$ cat config.mk
export PLATFORM = sky130hd
export DESIGN_NAME = udp_tx_scheduler
export DESIGN_NICKNAME = d
export VERILOG_FILES = /design/src/rtl/udp_tx_scheduler_pkg.sv /design/src/rtl/rr_arbiter.sv /design/src/rtl/udp_tx_scheduler.sv
export SDC_FILE = /design/constraint.sdc
export NUM_CORES = 1
export LEC_CHECK = 0
export BUFFER_PORTS_ARGS = -buffer_cell sky130_fd_sc_hd__buf_2
export CAP_MARGIN = 10
export CELL_PAD_IN_SITES_DETAIL_PLACEMENT = 0
export CELL_PAD_IN_SITES_GLOBAL_PLACEMENT = 1
export CORE_AREA = 2 2 140 142
export CTS_CLUSTER_SIZE = 14
export DETAILED_ROUTE_END_ITERATION = 8
export DIE_AREA = 0 0 142 144
export GPL_TIMING_DRIVEN = 0
export PLACE_DENSITY = 0.87
export SYNTH_ARGS = -nofsm -noshare
export SYNTH_HDL_FRONTEND = slang
export SYNTH_HIERARCHICAL = 1
export SYNTH_SLANG_ARGS = --single-unit
$ cat constraint.sdc
create_clock -name clk -period 10.1 [get_ports clk]
set_input_delay 0.505 -clock clk [delete_from_list [all_inputs] [get_ports clk]]
set_output_delay 0.505 -clock clk [all_outputs]
set_load 0.005 [all_outputs]
$ cat src/rtl/udp_tx_scheduler_pkg.sv
// Shared types and constants for the UDP TX round-robin scheduler.
package udp_tx_scheduler_pkg;

  typedef enum logic [2:0] {
    StIdle    = 3'd0,
    StHdr     = 3'd1,
    StPayload = 3'd2,
    StDrain   = 3'd3,
    StDrop    = 3'd4,
    StGap     = 3'd5
  } state_e;

  localparam int unsigned UdpHdrLen  = 8;
  localparam logic [7:0]  DefaultTtl = 8'd64;

  function automatic logic [15:0] udp_length(input logic [15:0] payload_len);
    return payload_len + 16'(UdpHdrLen);
  endfunction

endpackage

$ cat src/rtl/rr_arbiter.sv
// N-way round-robin arbiter: first requester at or after ptr_i (wrapping) wins.
module rr_arbiter #(
  parameter int unsigned N = 2,
  localparam int unsigned IdxW = (N > 1) ? $clog2(N) : 1
) (
  input  logic [N-1:0]    req_i,
  input  logic [IdxW-1:0] ptr_i,
  output logic [N-1:0]    gnt_o,
  output logic [IdxW-1:0] gnt_idx_o,
  output logic            gnt_valid_o
);

  always_comb begin
    int unsigned idx;
    logic        found;
    idx         = 0;
    found       = 1'b0;
    gnt_o       = '0;
    gnt_idx_o   = '0;
    gnt_valid_o = 1'b0;
    for (int unsigned i = 0; i < N; i++) begin
      idx = (32'(ptr_i) + i) % N;
      if (!found && req_i[IdxW'(idx)]) begin
        found              = 1'b1;
        gnt_o[IdxW'(idx)]  = 1'b1;
        gnt_idx_o          = IdxW'(idx);
      end
    end
    gnt_valid_o = found;
  end

endmodule

$ cat src/rtl/udp_tx_scheduler.sv
// Shares one UDP TX header/payload interface between N_SRC framed byte-stream requesters.
// Define UDP_TX_SCHED_STATS_EN to build the frame/drop/length-error counters.
module udp_tx_scheduler
  import udp_tx_scheduler_pkg::*;
#(
  parameter int unsigned N_SRC          = 2,
  parameter int unsigned GAP_CYCLES     = 16,
  parameter int unsigned MAX_LEN        = 1472,
  parameter int unsigned DEST_PORT_BASE = 1234,
  parameter logic [31:0] DEST_IP        = 32'hC0A8012F
) (
  input  logic                 clk,
  input  logic                 rst_n,
  input  logic [31:0]          local_ip,
  input  logic [15:0]          src_port,
  input  logic [8*N_SRC-1:0]   s_tdata,
  input  logic [N_SRC-1:0]     s_tvalid,
  input  logic [N_SRC-1:0]     s_tlast,
  input  logic [N_SRC-1:0]     s_tuser,
  output logic [N_SRC-1:0]     s_tready,
  input  logic [16*N_SRC-1:0]  s_len,
  output logic                 tx_udp_hdr_valid,
  input  logic                 tx_udp_hdr_ready,
  output logic [5:0]           tx_udp_ip_dscp,
  output logic [1:0]           tx_udp_ip_ecn,
  output logic [7:0]           tx_udp_ip_ttl,
  output logic [31:0]          tx_udp_ip_source_ip,
  output logic [31:0]          tx_udp_ip_dest_ip,
  output logic [15:0]          tx_udp_source_port,
  output logic [15:0]          tx_udp_dest_port,
  output logic [15:0]          tx_udp_length,
  output logic [15:0]          tx_udp_checksum,
  output logic [7:0]           tx_udp_payload_axis_tdata,
  output logic                 tx_udp_payload_axis_tvalid,
  output logic                 tx_udp_payload_axis_tlast,
  output logic                 tx_udp_payload_axis_tuser,
  input  logic                 tx_udp_payload_axis_tready,
  output logic [N_SRC-1:0]     grant,
  output logic                 len_err,
  output logic                 drop,
  output logic [31:0]          stat_frames,
  output logic [31:0]          stat_drops,
  output logic [31:0]          stat_len_errs
);

  localparam int unsigned IdxW = (N_SRC > 1) ? $clog2(N_SRC) : 1;

  state_e            state_q, state_d;
  logic [IdxW-1:0]   rr_ptr_q, rr_ptr_d;
  logic [N_SRC-1:0]  grant_q, grant_d;
  logic [IdxW-1:0]   gidx_q, gidx_d;
  logic [15:0]       len_q, len_d;
  logic [15:0]       dest_port_q, dest_port_d;
  logic [15:0]       udp_len_q, udp_len_d;
  logic [15:0]       byte_cnt_q, byte_cnt_d;
  logic [15:0]       gap_cnt_q, gap_cnt_d;
  logic              len_err_q, len_err_d;
  logic              drop_q, drop_d;

  logic [N_SRC-1:0]  arb_gnt;
  logic [IdxW-1:0]   arb_idx;
  logic              arb_valid;
  logic [15:0]       sel_len;
  logic              last_byte;
  logic              src_valid;
  logic              src_last;
  logic              beat;

  rr_arbiter #(
    .N (N_SRC)
  ) u_rr_arbiter (
    .req_i       (s_tvalid),
    .ptr_i       (rr_ptr_q),
    .gnt_o       (arb_gnt),
    .gnt_idx_o   (arb_idx),
    .gnt_valid_o (arb_valid)
  );

  assign sel_len   = s_len[{arb_idx, 4'b0000} +: 16];
  assign last_byte = (byte_cnt_q == len_q - 16'd1);
  assign src_valid = s_tvalid[gidx_q];
  assign src_last  = s_tlast[gidx_q];
  assign beat      = tx_udp_payload_axis_tvalid & tx_udp_payload_axis_tready;

  assign tx_udp_hdr_valid    = (state_q == StHdr);
  assign tx_udp_ip_dscp      = 6'd0;
  assign tx_udp_ip_ecn       = 2'd0;
  assign tx_udp_ip_ttl       = DefaultTtl;
  assign tx_udp_ip_source_ip = local_ip;
  assign tx_udp_ip_dest_ip   = DEST_IP;
  assign tx_udp_source_port  = src_port;
  assign tx_udp_dest_port    = dest_port_q;
  assign tx_udp_length       = udp_len_q;
  assign tx_udp_checksum     = 16'd0;
  assign grant               = grant_q;
  assign len_err             = len_err_q;
  assign drop                = drop_q;

  // Payload is a combinational pass-through of the granted source.
  always_comb begin
    s_tready                   = '0;
    tx_udp_payload_axis_tdata  = 8'd0;
    tx_udp_payload_axis_tvalid = 1'b0;
    tx_udp_payload_axis_tlast  = 1'b0;
    tx_udp_payload_axis_tuser  = 1'b0;
    case (state_q)
      StPayload: begin
        tx_udp_payload_axis_tdata  = s_tdata[{gidx_q, 3'b000} +: 8];
        tx_udp_payload_axis_tvalid = src_valid;
        tx_udp_payload_axis_tlast  = src_last | last_byte;
        tx_udp_payload_axis_tuser  = s_tuser[gidx_q] | (src_last & ~last_byte);
        s_tready[gidx_q]           = tx_udp_payload_axis_tready;
      end
      StDrain, StDrop: s_tready[gidx_q] = 1'b1;
      default: ;
    endcase
  end

  always_comb begin
    state_d     = state_q;
    rr_ptr_d    = rr_ptr_q;
    grant_d     = grant_q;
    gidx_d      = gidx_q;
    len_d       = len_q;
    dest_port_d = dest_port_q;
    udp_len_d   = udp_len_q;
    byte_cnt_d  = byte_cnt_q;
    gap_cnt_d   = gap_cnt_q;
    len_err_d   = 1'b0;
    drop_d      = 1'b0;
    case (state_q)
      StIdle: begin
        if (arb_valid) begin
          grant_d     = arb_gnt;
          gidx_d      = arb_idx;
          len_d       = sel_len;
          dest_port_d = 16'(DEST_PORT_BASE) + 16'(arb_idx);
          udp_len_d   = udp_length(sel_len);
          rr_ptr_d    = (arb_idx == IdxW'(N_SRC - 1)) ? '0 : arb_idx + IdxW'(1);
          if (sel_len != 16'd0 && 32'(sel_len) <= MAX_LEN) begin
            state_d = StHdr;
          end else begin
            state_d = StDrop;
            drop_d  = 1'b1;
          end
        end
      end
      StHdr: begin
        if (tx_udp_hdr_ready) begin
          state_d    = StPayload;
          byte_cnt_d = 16'd0;
        end
      end
      StPayload: begin
        if (beat) begin
          byte_cnt_d = byte_cnt_q + 16'd1;
          if (last_byte && !src_last) begin
            // Declared length reached first: cut the frame, swallow the rest.
            state_d   = StDrain;
            len_err_d = 1'b1;
          end else if (last_byte || src_last) begin
            state_d   = StGap;
            gap_cnt_d = 16'd0;
            grant_d   = '0;
            len_err_d = ~last_byte;
          end
        end
      end
      StDrain, StDrop: begin
        if (src_valid && src_last) begin
          state_d   = StGap;
          gap_cnt_d = 16'd0;
          grant_d   = '0;
        end
      end
      StGap: begin
        if (32'(gap_cnt_q) + 32'd1 >= GAP_CYCLES) begin
          state_d = StIdle;
        end else begin
          gap_cnt_d = gap_cnt_q + 16'd1;
        end
      end
      default: state_d = StIdle;
    endcase
  end

  always_ff @(posedge clk or negedge rst_n) begin
    if (!rst_n) begin
      state_q     <= StIdle;
      rr_ptr_q    <= '0;
      grant_q     <= '0;
      gidx_q      <= '0;
      len_q       <= 16'd0;
      dest_port_q <= 16'd0;
      udp_len_q   <= 16'd0;
      byte_cnt_q  <= 16'd0;
      gap_cnt_q   <= 16'd0;
      len_err_q   <= 1'b0;
      drop_q      <= 1'b0;
    end else begin
      state_q     <= state_d;
      rr_ptr_q    <= rr_ptr_d;
      grant_q     <= grant_d;
      gidx_q      <= gidx_d;
      len_q       <= len_d;
      dest_port_q <= dest_port_d;
      udp_len_q   <= udp_len_d;
      byte_cnt_q  <= byte_cnt_d;
      gap_cnt_q   <= gap_cnt_d;
      len_err_q   <= len_err_d;
      drop_q      <= drop_d;
    end
  end

`ifdef UDP_TX_SCHED_STATS_EN
  logic [31:0] stat_frames_q, stat_frames_d;
  logic [31:0] stat_drops_q, stat_drops_d;
  logic [31:0] stat_len_errs_q, stat_len_errs_d;

  always_comb begin
    stat_frames_d   = stat_frames_q;
    stat_drops_d    = stat_drops_q;
    stat_len_errs_d = stat_len_errs_q;
    if (state_q == StPayload && state_d != StPayload) stat_frames_d = stat_frames_q + 32'd1;
    if (drop_d) stat_drops_d = stat_drops_q + 32'd1;
    if (len_err_d) stat_len_errs_d = stat_len_errs_q + 32'd1;
  end

  always_ff @(posedge clk or negedge rst_n) begin
    if (!rst_n) begin
      stat_frames_q   <= 32'd0;
      stat_drops_q    <= 32'd0;
      stat_len_errs_q <= 32'd0;
    end else begin
      stat_frames_q   <= stat_frames_d;
      stat_drops_q    <= stat_drops_d;
      stat_len_errs_q <= stat_len_errs_d;
    end
  end

  assign stat_frames   = stat_frames_q;
  assign stat_drops    = stat_drops_q;
  assign stat_len_errs = stat_len_errs_q;
`else
  assign stat_frames   = 32'd0;
  assign stat_drops    = 32'd0;
  assign stat_len_errs = 32'd0;
`endif

endmodule

### Yosys cells after proc, flatten, opt, wreduce, memory -nomap -nowiden

Index checks and enable logic that the tools add are counted.
Widths: inputs -> output; s select.

* bits in registers: 89
* input port bits: 106
* output and inout port bits: 258
* word-level logic and storage cells: 131

* $add $sub $neg: 8
* order comparisons: 8
* equal/unequal tests: 15
* shift-type cells: 2
* mux-type cells: 59
* bitwise logic cells: 7
* reduce and logical (&&, ||, !) cells: 21

Operators by type and width (count)
* $mux 16: 7
* $pmux 16 s3: 1
* $add 16x1->16 const B: 2
* $pmux 16 s2: 1
* $shiftx 32x6->16: 1
* $mux 1: 28
* $mux 3: 8
* $reduce_and 6->1: 3
* $add 16x1->17 const B: 1
* $ge 17x5->1 const B: 1
* $add 16x4->16 const B: 1
* $eq 16x16->1: 1
* $le 16x11->1 const B: 1
* $reduce_bool 16->1: 1
* $shiftx 16x5->8: 1
* $sub 16x1->16 const B: 1
* $pmux 3 s5: 1
* $mux 2: 7
* $ne 2x2->1 const B: 7
* $add 11x1->12 const A: 1
* $mux 8: 1
* $logic_and 1x1->1: 7
* $eq 3x2->1 const B: 2
* $eq 3x3->1 const B: 2
* 22 further kinds: 33

### Logic depth before layout (Yosys ltp)

* depth after elaboration: 12
* mapped depth: 16
* gate-level depth less buffers: 15

### By module

The synthesis kept the hierarchy.

Modules (own cells, without submodules)
* udp_tx_scheduler: instances 1, cells each 731, area each 6095.8 sq um, seq. area each 1776.7 sq um
* rr_arbiter: instances 1, cells each 5, area each 32.5 sq um, seq. area each 0.0 sq um

### Worst setup path after synthesis

Ideal clock, no wire load.

* kind: register to register
* start point: reg len_q[2]
* end point: reg gap_cnt_q[2]
* data arrival time: 3.412 ns
* data required time: 9.982 ns
* setup slack: 6.570 ns
* stages on the path, launching flop included: 16
* buffers on the path: 1
* period minus slack after synthesis: 3.530 ns
* cell sequence: dfrtp_1 nor4_2 and2_0 buf_2 nand3_1 xnor2_1 o221ai_1 o21ai_0 or4b_1 ha_1 o21ai_0 a21oi_1 nor2_1 o21ai_0 a221o_1 a21o_1

* cells in the longest elaborated chain, start to end: 5
* elaborated cells on any way between the ends: 7

RTL lines
* start, declared: RTL line udp_tx_scheduler.sv:52 `logic [15:0] len_q, len_d;`
* start signal, assigned: RTL line udp_tx_scheduler.sv:205 `len_q <= len_d;`
* $sub 16x1->16 (*): RTL line udp_tx_scheduler.sv:80 `assign last_byte = (byte_cnt_q == len_q - 16'd1);`
* $eq 16x16->1 (*): RTL line udp_tx_scheduler.sv:80
* $logic_or 1x1->1 or $logic_and 1x1->1 (tied branches): RTL line udp_tx_scheduler.sv:161, udp_tx_scheduler.sv:157
* $ne 2x2->1 (no source line)
* $reduce_and 6->1 (no source line) (*)
* end signal, assigned: RTL line udp_tx_scheduler.sv:209 `gap_cnt_q <= gap_cnt_d;`
* end, declared: RTL line udp_tx_scheduler.sv:56 `logic [15:0] gap_cnt_q, gap_cnt_d;`

Every way passes the cells marked *; elsewhere a longest branch is shown, timed or not.
A chain may end at the register's enable or synchronous reset.

### Worst setup path in the final report

* start point: reg len_q[2]
* end point: reg gap_cnt_q[0]

The elaborated chain is that of the path after synthesis.

==> summary.md <==
| Metric | Value |
|---|---|
| Run status | `complete, no violations` |
| Leak | `4.39 nW` |
| Worst hold path type | `input pin to asynchronous set/reset pin` |
| # setup viols final | `0` |
| Pre-antenna DRT Iters | `4` |
| Synth top area share | `29.0%` |
| Share of flip-flops with an asynchronous set or reset | `100%` |
| DRC viols | `0` |
| Hold Fails Final Rpt | `0` |
| Most common cell after layout, fill and taps aside | `buf_4` |
| Worst VDD drop | `0.0000916 V` |
| Worst setup path startpoint | `len_q[2]$_DFFE_PN0P_` |
| Most frequent cells in the layout | `buf_4, conb_1, buf_2` |
| Max-cap viol count | `0` |
| Syn. warnings | `6` |
| Nets | `1174` |
| Post-route cell area | `8100 sq um` |
| Yosys reg bits | `71` |
| DIE HEIGHT | `144 um` |
| Starting Density | `32.1%` |
| Max Fclk | `232 MHz` |
| Number of synthesized flops with an enable pin | `0` |
| Proportion of synthesized area in mux cells | `5.96%` |
| CP peak stage delay | `0.65 ns` |
| Predominant post-synthesis flop cell | `dfrtp_1` |
| Crit-path cells | `nor4_2 -> and2_0 -> buf_2 -> nand3_1 -> xnor2_1 -> o221ai_1 -> o21ai_0 -> or4b_1 -> ha_1 -> o21ai_0 -> a21oi_1 -> nor2_1 -> o21ai_0 -> a21oi_2 -> buf_4 -> mux2i_1` |
| Area leader, netlist | `dfrtp_1` |
| Vias per cell | `4.07` |
| RSZ-0062 raised after global routing | `no` |
| Fin crit share | `42.8%` |
| CP dominant cell by count | `o21ai_0` |
| Post-synthesis simple-gate area fraction | `17.8%` |
| Slew margin rel. | `38.7%` |
| Initial antenna violation count | `0` |
| GP Congestion | `0.867` |
| Synth Area in XOR/XNOR | `6.57%` |
| CTS Root Buffer Type | `clkbuf_16` |
| Setup TNS | `0 ns` |
| First-pass GRT wire length | `22600 um` |
| Die X | `142 um` |
| Worst setup EP type | `flip-flop` |
| FF-to-FF setup slack | `5.78 ns` |
| Final HPWL DP | `12300 um` |
| Synthesized-area fraction occupied by adder cells | `1.43%` |
| Number of global-route vias before repair | `4543` |
| Reg clk slew, reported paths | `0.06 ns` |
| Reg2reg end | `gap_cnt_q[0]$_DFFE_PN0P_` |
| Post-CTS Hold Buffers | `0` |
| Antenna Nets Post-Route | `0` |
| Layout area overhead | `32.1%` |
| Total grt overflow | `0` |
| Iteration-0 DRC Markers | `189` |
| Cts bufs inserted | `9` |
| Slowest CP cell | `or4b_1` |
| Mapped Area | `6130 sq um` |
| Total Wirelength | `15000 um` |
| Crit Path Class | `flip-flop to flip-flop` |
| Htree depth | `3` |
| Via count | `5305` |
| Reg2Reg Launch Point | `len_q[2]$_DFFE_PN0P_` |
| Clk buf depth | `2` |
| Post-CTS setup buffer count | `0` |
| WP data required | `10.31 ns` |
| Period minus WS final | `4.32 ns` |
| Worst Tran Pin Value | `0.911 ns` |
| Total GRT Usage | `13.6%` |
| DR WL/cell | `11.5 um` |
| Critical Path Start Type | `flip-flop` |
| Share of cells above drive strength 1 | `37.9%` |
| Worst path arrival time | `4.53 ns` |
| Die area | `20400 sq um` |
| Diode count | `0` |
| Synth top area cells | `dfrtp_1, buf_4, mux2i_1` |
| Pwr Density | `169 nW/um^2` |
| FP Rows | `51` |
| Mean Syn Cell Area | `8.33 sq um` |
| Compound-cell area share of the yosys netlist | `9.04%` |
| Clk Latency, worst-skew pair | `0.34 ns` |
| Final Max Slew Viols | `0` |
| Port bufs | `145` |
| Sequential fraction of the synthesis area | `29.0%` |
| Power Total | `1.37 mW` |
| Cell variety after synth | `59` |
| Core Util, Final | `42.4%` |
| Critical path peak fanout | `10` |
| CTS tree | `yes` |
| Clock sinks | `71` |
| Post-DP Area | `7810 sq um` |
| Largest net degree at the start of global routing | `53` |
| Core area | `19100 sq um` |
| Reg2Reg Depth | `16` |
| Post-CTS Resized | `0` |
| Cells after Synth | `736` |
| # IOs | `364` |
| Skew final | `0.00825 ns` |
| Largest family of logic cells by synthesized area | `buffers and inverters` |
==> cells in the mapped netlist, drive strengths merged (2+ instances only) <==
master	number
and3	5
xnor2	18
and2	3
o211ai	3
nor4b	3
buf	231
or3	3
a21o	2
conb	2
ha	7
a21boi	5
nand2	57
nor3	13
mux2	4
clkbuf	17
o21a	2
inv	13
nor2b	21
or4	2
a31oi	5
nand4	9
nor2	66
nand2b	4
o21ai	26
a221o	2
nor4	5
mux2i	32
o22ai	3
xor2	28
nand3b	5
or2	3
a21oi	35
nand3	17
dfrtp	71
==> layer usage <==
layer  wire length, um  GRT usage [%]  part of all wire [%]  vias up
li1                  -              -                     -     2703
met1              6830           19.4                    46     2404
met2              7070           21.4                    47      192
met3               986           3.08                   6.6        6
met4                78           2.11                  0.52        0
met5                 0              0                     0        -
==> area by class of cell <==
| type | instances | area [sq um] |
|---|---|---|
| Multi-Input combinational cell | 572 | 3140 |
| Fill cell | 1971 | 11000 |
| Tap cell | 238 | 298 |
| Sequential cell | 71 | 1780 |
| Clock buffer | 10 | 239 |
| Clock inverter | 6 | 43.8 |
| Inverter | 13 | 48.8 |
| Timing Repair Buffer | 146 | 756 |
| Buffer | 248 | 1790 |
==> kinds of logic after synthesis <==
group,count (synthesis)
and+or+nand+nor,220
buffers and inverters,261
DFF,71
muxes,36
adders and majority gates,7
AOI/OAI and AO/OA,93
other,2
xor gates and xnor gates,46
==> registers in the layout (all words and copies together) (netlist names) <==
register and flops:
byte_cnt_q 16, drop 1, gap_cnt_q 16, grant 2, len_err 1, len_q 16
rr_ptr_q 1, state_q 3, tx_udp_dest_port 2, tx_udp_length 13
==> critical path, delay by kind of cell (launching register included) <==
family | cells | cell delay (ns)
multiplexers | 1 | 0.09
XOR/XNOR | 1 | 0.18
AO/OA/AOI/OAI | 6 | 1.11
buffers and inverters | 2 | 0.37
flip-flops | 1 | 0.46
adder cells (fa/ha/maj) | 1 | 0.27
AND/OR/NAND/NOR | 5 | 1.73
==> where the power goes <==
group          leakage, nW  switching [mW]  total [mW]  internal (mW)
clock network        0.139           0.132       0.306          0.174
registers            0.905          0.0799       0.445          0.365
logic                 3.34           0.331       0.616          0.285
==> worst max path at each step <==
stage	to	slack, ns	depth (start not counted)
2_1_floorplan	gap_cnt_q[2]$_DFFE_PN0P_	6.57	15
3_3_place_gp	gap_cnt_q[0]$_DFFE_PN0P_	5.87	16
3_5_place_dp	gap_cnt_q[0]$_DFFE_PN0P_	5.88	16
4_1_cts	gap_cnt_q[0]$_DFFE_PN0P_	5.84	16
5_1_grt	gap_cnt_q[0]$_DFFE_PN0P_	5.40	16
6_report	gap_cnt_q[0]$_DFFE_PN0P_	5.78	16
==> through the flow <==
step | instances | hold WS, ns | setup WS (ns)
final | 1304 | 0.0562 | 5.78
after global routing | 1304 | 0.0696 | 5.40
after CTS | 1304 | 0.0584 | 5.84
after detailed placement | 1288 | 0.418 | 5.88
after global placement | 1287 | 0.460 | 5.87
after floorplan | 904 | 0.209 | 6.57
Power figures use the tool's default switching activity.
